<file path="config.mk">
export PLATFORM = sky130hd
export DESIGN_NAME = exec_unit_seq
export DESIGN_NICKNAME = d
export VERILOG_FILES = /design/src/rtl/exec_unit_seq.sv
export SDC_FILE = /design/constraint.sdc
export NUM_CORES = 2
export LEC_CHECK = 0
export CORE_MARGIN = 2
export CORE_UTILIZATION = 36
export DETAILED_ROUTE_END_ITERATION = 8
export GPL_TIMING_DRIVEN = 0
export HOLD_SLACK_MARGIN = 0.02
export PLACE_DENSITY = 0.48
export REMOVE_ABC_BUFFERS = 1
export SYNTH_ARGS = -nofsm -noshare
export SYNTH_HDL_FRONTEND = slang
export SYNTH_SLANG_ARGS = --single-unit
</file>
<file path="constraint.sdc">
create_clock -name clk -period 9.8 [get_ports clk]
set_input_delay 2.45 -clock clk [delete_from_list [all_inputs] [get_ports clk]]
set_output_delay 2.45 -clock clk [all_outputs]
set_load 0.005 [all_outputs]
</file>
<file path="src/rtl/exec_unit_seq.sv">
// Execute stage: register file, ALU and move path behind one valid/ready issue port.
// Shifts run either as one barrel step or one bit per cycle, back-pressuring decode.
module exec_unit_seq #(
    parameter int XLEN         = 32,
    parameter int NREGS        = 16,
    parameter int IMMW         = 16,
    parameter bit SERIAL_SHIFT = 1'b1,
    localparam int RAW         = $clog2(NREGS)
) (
    input  logic            clk,
    input  logic            rst,
    // Issue handshake: an instruction moves on any rising edge where in_valid and
    // in_ready are both high; with either low, the issue fields are ignored.
    input  logic            in_valid,
    output logic            in_ready,
    input  logic [1:0]      pfix,
    input  logic [5:0]      opcode,
    input  logic [RAW-1:0]  rs,
    input  logic [RAW-1:0]  rd,
    input  logic [IMMW-1:0] imm,
    output logic            out_valid,
    output logic [RAW-1:0]  out_rd,
    output logic [XLEN-1:0] out_data,
    output logic            out_illegal,
    input  logic [RAW-1:0]  dbg_raddr,
    output logic [XLEN-1:0] dbg_rdata,
    output logic            dbg_state
);

    localparam int              CW     = $clog2(XLEN + 1);
    localparam logic [XLEN-1:0] XLEN_V = XLEN'(XLEN);

    localparam logic [5:0] OP_MV  = 6'b000011;
    localparam logic [5:0] OP_ADD = 6'b000100;
    localparam logic [5:0] OP_SUB = 6'b000101;
    localparam logic [5:0] OP_SHR = 6'b000110;
    localparam logic [5:0] OP_SHL = 6'b000111;
    localparam logic [5:0] OP_AND = 6'b001000;
    localparam logic [5:0] OP_OR  = 6'b001001;
    localparam logic [5:0] OP_XOR = 6'b001010;

    typedef enum logic {
        S_IDLE  = 1'b0,
        S_SHIFT = 1'b1
    } state_e;

    state_e          state_q;
    logic [XLEN-1:0] regs_q [NREGS];
    logic [XLEN-1:0] sh_val_q;
    logic [CW-1:0]   sh_cnt_q;
    logic            sh_left_q;
    logic [RAW-1:0]  sh_rd_q;
    logic            out_valid_q;
    logic [RAW-1:0]  out_rd_q;
    logic [XLEN-1:0] out_data_q;
    logic            out_illegal_q;

    logic [XLEN-1:0] src_d;
    logic [XLEN-1:0] dst_d;
    logic [XLEN-1:0] alu_d;
    logic            legal_d;
    logic            shift_d;
    logic            left_d;
    logic            big_d;
    logic            serial_go_d;
    logic [CW-1:0]   cnt_init_d;
    logic [XLEN-1:0] sh_val_d;
    logic            transfer;

    assign in_ready    = (state_q == S_IDLE) & ~rst;
    assign transfer    = in_valid & in_ready;
    assign out_valid   = out_valid_q;
    assign out_rd      = out_rd_q;
    assign out_data    = out_data_q;
    assign out_illegal = out_illegal_q;
    assign dbg_rdata   = regs_q[dbg_raddr];
    assign dbg_state   = state_q;

    always_comb begin
        src_d   = (pfix == 2'b11) ? XLEN'(imm) : regs_q[rs];
        dst_d   = regs_q[rd];
        big_d   = (src_d >= XLEN_V);
        legal_d = 1'b1;
        shift_d = 1'b0;
        left_d  = 1'b0;
        alu_d   = '0;
        case (opcode)
            OP_MV:  alu_d = src_d;
            OP_ADD: alu_d = dst_d + src_d;
            OP_SUB: alu_d = dst_d - src_d;
            OP_SHR: begin
                shift_d = 1'b1;
                alu_d   = big_d ? '0 : (dst_d >> src_d);
            end
            OP_SHL: begin
                shift_d = 1'b1;
                left_d  = 1'b1;
                alu_d   = big_d ? '0 : (dst_d << src_d);
            end
            OP_AND: alu_d = dst_d & src_d;
            OP_OR:  alu_d = dst_d | src_d;
            OP_XOR: alu_d = dst_d ^ src_d;
            default: legal_d = 1'b0;
        endcase
        // A zero-amount shift has nothing to iterate over, so it retires like any ALU op.
        serial_go_d = SERIAL_SHIFT && shift_d && (src_d != '0);
        cnt_init_d  = big_d ? CW'(XLEN) : CW'(src_d);
        sh_val_d    = sh_left_q ? (sh_val_q << 1) : (sh_val_q >> 1);
    end

    always_ff @(posedge clk) begin
        if (rst) begin
            state_q       <= S_IDLE;
            for (int i = 0; i < NREGS; i++) regs_q[i] <= '0;
            sh_val_q      <= '0;
            sh_cnt_q      <= '0;
            sh_left_q     <= 1'b0;
            sh_rd_q       <= '0;
            out_valid_q   <= 1'b0;
            out_rd_q      <= '0;
            out_data_q    <= '0;
            out_illegal_q <= 1'b0;
        end else begin
            out_valid_q <= 1'b0;
            case (state_q)
                S_IDLE: begin
                    if (transfer) begin
                        if (serial_go_d) begin
                            sh_val_q  <= dst_d;
                            sh_cnt_q  <= cnt_init_d;
                            sh_left_q <= left_d;
                            sh_rd_q   <= rd;
                            state_q   <= S_SHIFT;
                        end else begin
                            if (legal_d) regs_q[rd] <= alu_d;
                            out_valid_q   <= 1'b1;
                            out_rd_q      <= rd;
                            out_data_q    <= legal_d ? alu_d : '0;
                            out_illegal_q <= ~legal_d;
                        end
                    end
                end
                S_SHIFT: begin
                    sh_val_q <= sh_val_d;
                    sh_cnt_q <= sh_cnt_q - CW'(1);
                    if (sh_cnt_q == CW'(1)) begin
                        regs_q[sh_rd_q] <= sh_val_d;
                        out_valid_q     <= 1'b1;
                        out_rd_q        <= sh_rd_q;
                        out_data_q      <= sh_val_d;
                        out_illegal_q   <= 1'b0;
                        state_q         <= S_IDLE;
                    end
                end
                default: state_q <= S_IDLE;
            endcase
        end
    end

endmodule

</file>
# --- Word-level counts from Yosys, hierarchy flattened ---
# Memory sizes are Yosys's and may differ from the RTL's.
# Index checks and enable logic that the tools add are counted.
# W data, S select, Z words.
totals:
  regBits: 82
  latchBits: 0
  ramBits: 512
  rom_bits: 0
  in_bits: 39
  elab_cells: 100
  memories: 1
classes:
  add_sub_neg: 3
  multipliers: 0
  n_div: 0
  order_cmp: 1
  eq_ne: 14
  n_shift: 2
  mux: 53
  bitwise: 8
  reduce_logical: 9
mem_list:
  columns: ["memory", "depth", "word_bits", "rd", "rd_clocked_by_memory_dff", "write_ports", "line", "source"]
  rows:
  - ["regs_q", 16, 32, 3, 0, 16, "48", "logic [XLEN-1:0] regs_q [NREGS];"]
op_table:
  columns: ["operator", "n"]
  rows:
  - ["$mux W32", 12]
  - ["$pmux W32 S8", 1]
  - ["$pmux W32 S2", 2]
  - ["$reduce_or A32 Y1", 2]
  - ["$add A32 B32 Y32", 1]
  - ["$and A32 B32 Y32", 1]
  - ["$ge A32 B6 Y1 const B", 1]
  - ["$or A32 B32 Y32", 1]
  - ["$reduce_bool A32 Y1", 1]
  - ["$shl A32 B32 Y32", 1]
  - ["$shr A32 B32 Y32", 1]
  - ["$sub A32 B32 Y32", 1]
  - ["$xor A32 B32 Y32", 1]
  - ["$mux W1", 25]
  - ["$eq A6 B3 Y1 const B", 4]
  - ["$mux W4", 5]
  - ["$eq A6 B4 Y1 const B", 3]
  - ["$mux W6", 3]
  - ["$pmux W6 S2", 1]
  - ["$pmux W4 S2", 1]
  - ["$reduce_or A8 Y1", 1]
  - ["$eq A6 B1 Y1 const B", 1]
  - ["$eq A6 B2 Y1 const B", 1]
  - ["$ne A2 B2 Y1 const B", 3]
  - ["other kinds (10)", 16]

# --- Logic depth before layout (Yosys ltp) ---
depth:
  word_depth: 12
  ltp_mapped: 32

# --- Worst setup path after synthesis ---
# Ideal clock, no wire load.
synth_timing:
  kind: "input port to flip-flop"
  start: "in rs[2]"
  end: "mem regs_q[10][25], data pin"
  setup_time_ps: 266
  arrival_time_ps: 8449
  path_slack_ps: 1085
  stages: 29
  path_cell_list: "buf_6 -> buf_6 -> buf_2 -> buf_2 -> buf_2 -> mux4_2 -> mux2i_1 -> a211o_1 -> clkbuf_1 -> buf_1 -> ha_1 -> nand3_1 -> nor3_2 -> and3_1 -> nor2_1 -> xnor2_1 -> ha_1 -> a21o_1 -> a21oi_1 -> nand2_1 -> or4_1 -> and2_1 -> o21ai_0 -> o21ai_0 -> xnor2_1 -> o21ai_0 -> o31ai_1 -> buf_2 -> nor2_1"
synth_rtl:
  columns: ["item", "line", "source"]
  rows:
  - ["from (decl)", "18", "input logic [RAW-1:0] rs,"]
  - ["to (decl)", "48", null]

==> run summary <==
The flow ran to the end, and the final reports show no timing, DRC or antenna violations. After global routing the overflow that remains totals 0. Row generation in the floorplan step produced 126 rows. In this run, the number of DRC markers left after iteration 0 of detailed routing was 4949. The share of total power dissipated in sequential elements is 38.2%. The clock sink count is 594, and the count of endpoints failing setup in the final report is 0. Routability-driven placement finished with a final weighted congestion of 0.9939. For the pin with the worst max-slew slack, the measured transition is 1.381 ns. Measured along the x axis, the die boundary spans 347.5 um. The tools report the number of endpoints with negative hold slack in the final report as 0. Maximum fanout along the worst path: 82. In this run the worst hold path is classified as flop to flop.

For this configuration, the core starts out at a cell density of 36.12%. The setup path with the least slack is of type primary input to flop. Dividing the final minimum period by the clock period gives 98.16%. The run gives 117600 sq um as the floorplan core area. For the deepest level of the CTS H-tree, the log shows 3. The logs give 3 for the maximum root-to-sink buffer count and 5 for the initial antenna violation count. Averaged over all synthesized cells, the footprint is 11.07 sq um. The total die area is 120800 sq um, and the worst setup slack after placement is -2.762 ns. The count of state elements after synthesis is 594. The number of global-route vias before repair is 34423, and the clock-pin slew of the registers on the worst-case setup and hold paths is 0.06 ns. Combinational logic burns 24.6% of the power. From bottom edge to top edge, the die measures 347.5 um. For the cell count after synthesis, the log shows 3837.

The startpoint identified for the worst register-to-register timing path is regs_q[13][2]. TritonCTS created 74 clock buffers. The run gives 0 as the number of max-cap violations. Registers take 17020 sq um. After the last flow step, the layout net total stands at 3892. The layout has 11205 filler cells. The proportion of total power due to net switching came out at 32.24%.

The count of flip-flops with a built-in enable after synthesis works out to 512. The worst setup path is captured at a flop. The first global-routing pass estimated 266100 um of wire. In this run the cell area measured after placement is 45580 sq um. The I/O pin count came out at 111. The relative slew slack is 7.322%.

Areal power density over the cells: 155.6 nW/um^2. The design draws 0.007543 W. The net load switching power is 0.002432 W.

The nature of the critical path startpoint was a primary input. The run gives 0.67 ns as the clock latency of the later-clocked register in the worst-skew pair. In this run, distinct cell masters in the synthesized netlist total 87. After detailed routing, the number of remaining DRC violations is 0. The count of vias placed by the detailed router was 36007; the final worst slack was 0.1808 ns. After detailed routing, the total wire length is 191300 um. Using the TritonRoute via totals, the vias-per-cell ratio works out to 6.738.

For this run, the top clock speed supported by timing is 104.0 MHz. Entering global routing, the biggest net connects 83 pins. Across the VDD grid, the largest voltage drop is 0.0001175 V.

The post-route netlist has 19.96% of its cells at a drive strength greater than 1. The count of buffers added on input and output ports is 110. The required time at the endpoint of the critical path is 10.18 ns. TritonCTS built the clock tree. The clock root buffer master was clkbuf_16.

The worst register-to-register path ends at regs_q[11][23]. The max-slew violation count came out at 0. The Yosys step of the flow raised 0 warnings. The tools report the capturing instance or port of the critical path as regs_q[11][23].

The final critical path time including I/O delays and setup works out to 9.619 ns. After routing the design area is 48490 sq um. For the data arrival time of the critical path, the log shows 10.00 ns. The tools report the multi-input gate area in the final layout as 24160 sq um. After synthesis, flip-flops and latches occupy 40.06% of the total area.

For this run, the total global-route usage over all layers was measured as 30.91%. Async set or reset register ratio after synthesis: 0%. In the synthesized netlist the dominant register cell turns out to be edfxtp_1. The run gives 2.22 ns as the reg-to-reg setup timing slack. The half-perimeter wire length after placement is 118800 um. For this design, the CTS-stage hold fixing added 0 buffers. The critical path starts at pfix[0].

The first TritonRoute pass finished after 7 iterations. The cell area that synthesis handed to floorplanning was 42480 sq um. The run gives 0 as the post-detailed-route count of antenna-violating nets. Compared with the post-synthesis result, the final layout area differs by 14.14%.

Hold timing on the final database bottoms out at a slack of 0.4509 ns. The number of cells on the worst reg-to-reg path is 25. The routed length per instance was 35.79 um; the cell leakage power was 16.51 nW. The logs give 0.005111 W for the internal power contribution and 41.23% for the share of the core filled with cells in the final layout. In this run, the clock network consumes 37.2% of the power. The clock skew was 0.02970 ns.
## critical path, stage by stage
cell and delay (ns):
clkdlybuf4s50_1 0.56, nand2_4 0.17, buf_12 0.21, and2_2 0.38, nand2_1 0.18, o311a_4 0.22
buf_16 0.24, clkinv_8 0.26, buf_12 0.25, nor3_2 0.28, and4b_2 0.37, nand3_1 0.25
nor3_4 0.29, nor2_1 0.09, xnor2_1 0.18, ha_1 0.43, a21oi_1 0.28, nand2_1 0.08
or4_1 0.48, and2_1 0.19, o21ai_1 0.21, xnor2_1 0.11, a222oi_1 0.68, o221ai_2 0.35
o21ai_2 0.29, buf_16 0.19, nor2_1 0.06
## cell usage after synthesis (all sizes together) (7+ instances only)
| cell type | instances | share of area [%] |
|---|---|---|
| nand4 | 38 | 0.56 |
| nand2 | 249 | 2.2 |
| nor2 | 656 | 5.9 |
| a211oi | 21 | 0.38 |
| o2111ai | 8 | 0.16 |
| mux2i | 191 | 4.5 |
| a222oi | 8 | 0.19 |
| nor3 | 58 | 0.74 |
| inv | 80 | 0.71 |
| a21o | 21 | 0.37 |
| or3 | 11 | 0.16 |
| mux2 | 8 | 0.21 |
| a22oi | 68 | 1.2 |
| a32oi | 7 | 0.14 |
| o41ai | 10 | 0.31 |
| o21a | 9 | 0.16 |
| nor2b | 19 | 0.28 |
| mux4 | 399 | 21 |
| o22ai | 44 | 0.65 |
| o221ai | 11 | 0.23 |
| dfxtp | 82 | 3.9 |
| edfxtp | 512 | 36 |
| o211ai | 55 | 0.97 |
| ha | 103 | 3.0 |
| nand3 | 185 | 2.2 |
| and3 | 9 | 0.13 |
| a2111oi | 7 | 0.17 |
| xnor2 | 43 | 0.89 |
| and2 | 16 | 0.24 |
| nor4 | 19 | 0.32 |
| o21ai | 129 | 1.5 |
| o311ai | 7 | 0.14 |
| xor2 | 8 | 0.16 |
| a22o | 7 | 0.14 |
| a31oi | 30 | 0.44 |
| nand3b | 11 | 0.19 |
| o31ai | 54 | 0.95 |
| clkbuf | 214 | 1.9 |
| a221oi | 39 | 0.80 |
| buf | 147 | 1.9 |
| nor3b | 8 | 0.14 |
| a21oi | 146 | 1.7 |
| nand2b | 18 | 0.27 |
## area by class of cell
cell class / count / area share [%]
multi-input combinational: 2802 / 49.83
inverter: 82 / 0.6838
clock buffer: 95 / 4.242
clock inverter: 39 / 0.7457
timing repair inverter: 1 / 0.01032
tap: 1536 / 3.963
antenna: 1 / 0.005161
sequential: 594 / 35.10
timing repair buffer: 194 / 5.411
## cells by family after synthesis
group                    share of synthesized area (%)
buffers and inverters                            4.521
flip-flops                                       40.06
adder cells (fa/ha/maj)                          3.081
XOR/XNOR                                         1.051
AO/OA/AOI/OAI                                    11.68
multiplexers                                     25.87
AND/OR/NAND/NOR                                  13.74
## power groups by stage
| stage | sequential (W) | combinational (W) | clock (W) |
|---|---|---|---|
| 2_1_floorplan | 0.00291 | 0.00100 | 0 |
| 4_1_cts | 0.00288 | 0.00180 | 0.00282 |
| 3_5_place_dp | 0.00293 | 0.00176 | 0 |
| 3_3_place_gp | 0.00294 | 0.00185 | 0 |
| 5_1_grt | 0.00289 | 0.00193 | 0.00292 |
| 6_report | 0.00288 | 0.00186 | 0.00281 |
## worst min-delay path by stage
stage	from	endpoint	slack [ns]	cells after the start
floorplan	sh_val_q[31]	sh_val_q[31]	0.43	2
global placement	sh_val_q[31]	sh_val_q[31]	0.44	2
detailed placement	out_data[14]	out_data[14]	0.45	2
CTS	out_data[20]	out_data[20]	0.46	2
global route	out_data[21]	out_data[21]	0.48	2
finish	out_data[11]	out_data[11]	0.45	2
## stage by stage
step	std cells	TNS (ns)
2_1_floorplan	3476	-164.11
3_3_place_gp	5122	-
3_5_place_dp	5185	-925.04
4_1_cts	5336	0
5_1_grt	5343	-0.002131
6_report	5344	0
## sequential cells by signal (all words and copies together) (netlist names)
signal	count
out_illegal	1
out_rd	4
sh_val_q	32
sh_rd_q	4
sh_left_q	1
regs_q	512
out_valid	1
out_data	32
sh_cnt_q	6
dbg_state	1
## cell usage in the layout (no fill, tap or decap), drive strengths merged, types with 38 or more instances in the layout
cell type / count
o31ai: 54
clkdlybuf4s50: 95
edfxtp: 512
buf: 96
nand3: 185
nand4: 38
mux2i: 191
ha: 103
mux4: 399
clkbuf: 96
a22oi: 68
dfxtp: 82
o21ai: 129
o22ai: 44
a221oi: 39
inv: 82
nor3: 58
xnor2: 43
a21oi: 146
nor2: 656
nand2: 249
o211ai: 55
## layer usage
layer  up-vias  wire length, um  track usage, %
li1      14766                -               -
met1     18461            75480           42.13
met2      2308            86150           47.78
met3       470            20360           6.439
met4         2             9252           13.21
met5         -               14               0
## timing repair
item	4_1_cts	5_1_grt
gates cloned	5	1
pin swaps	5	4
gates resized for setup	29	19
buffers inserted	12	6
endpoints found under the setup margin	392	80
Power figures use the tool's default switching activity.
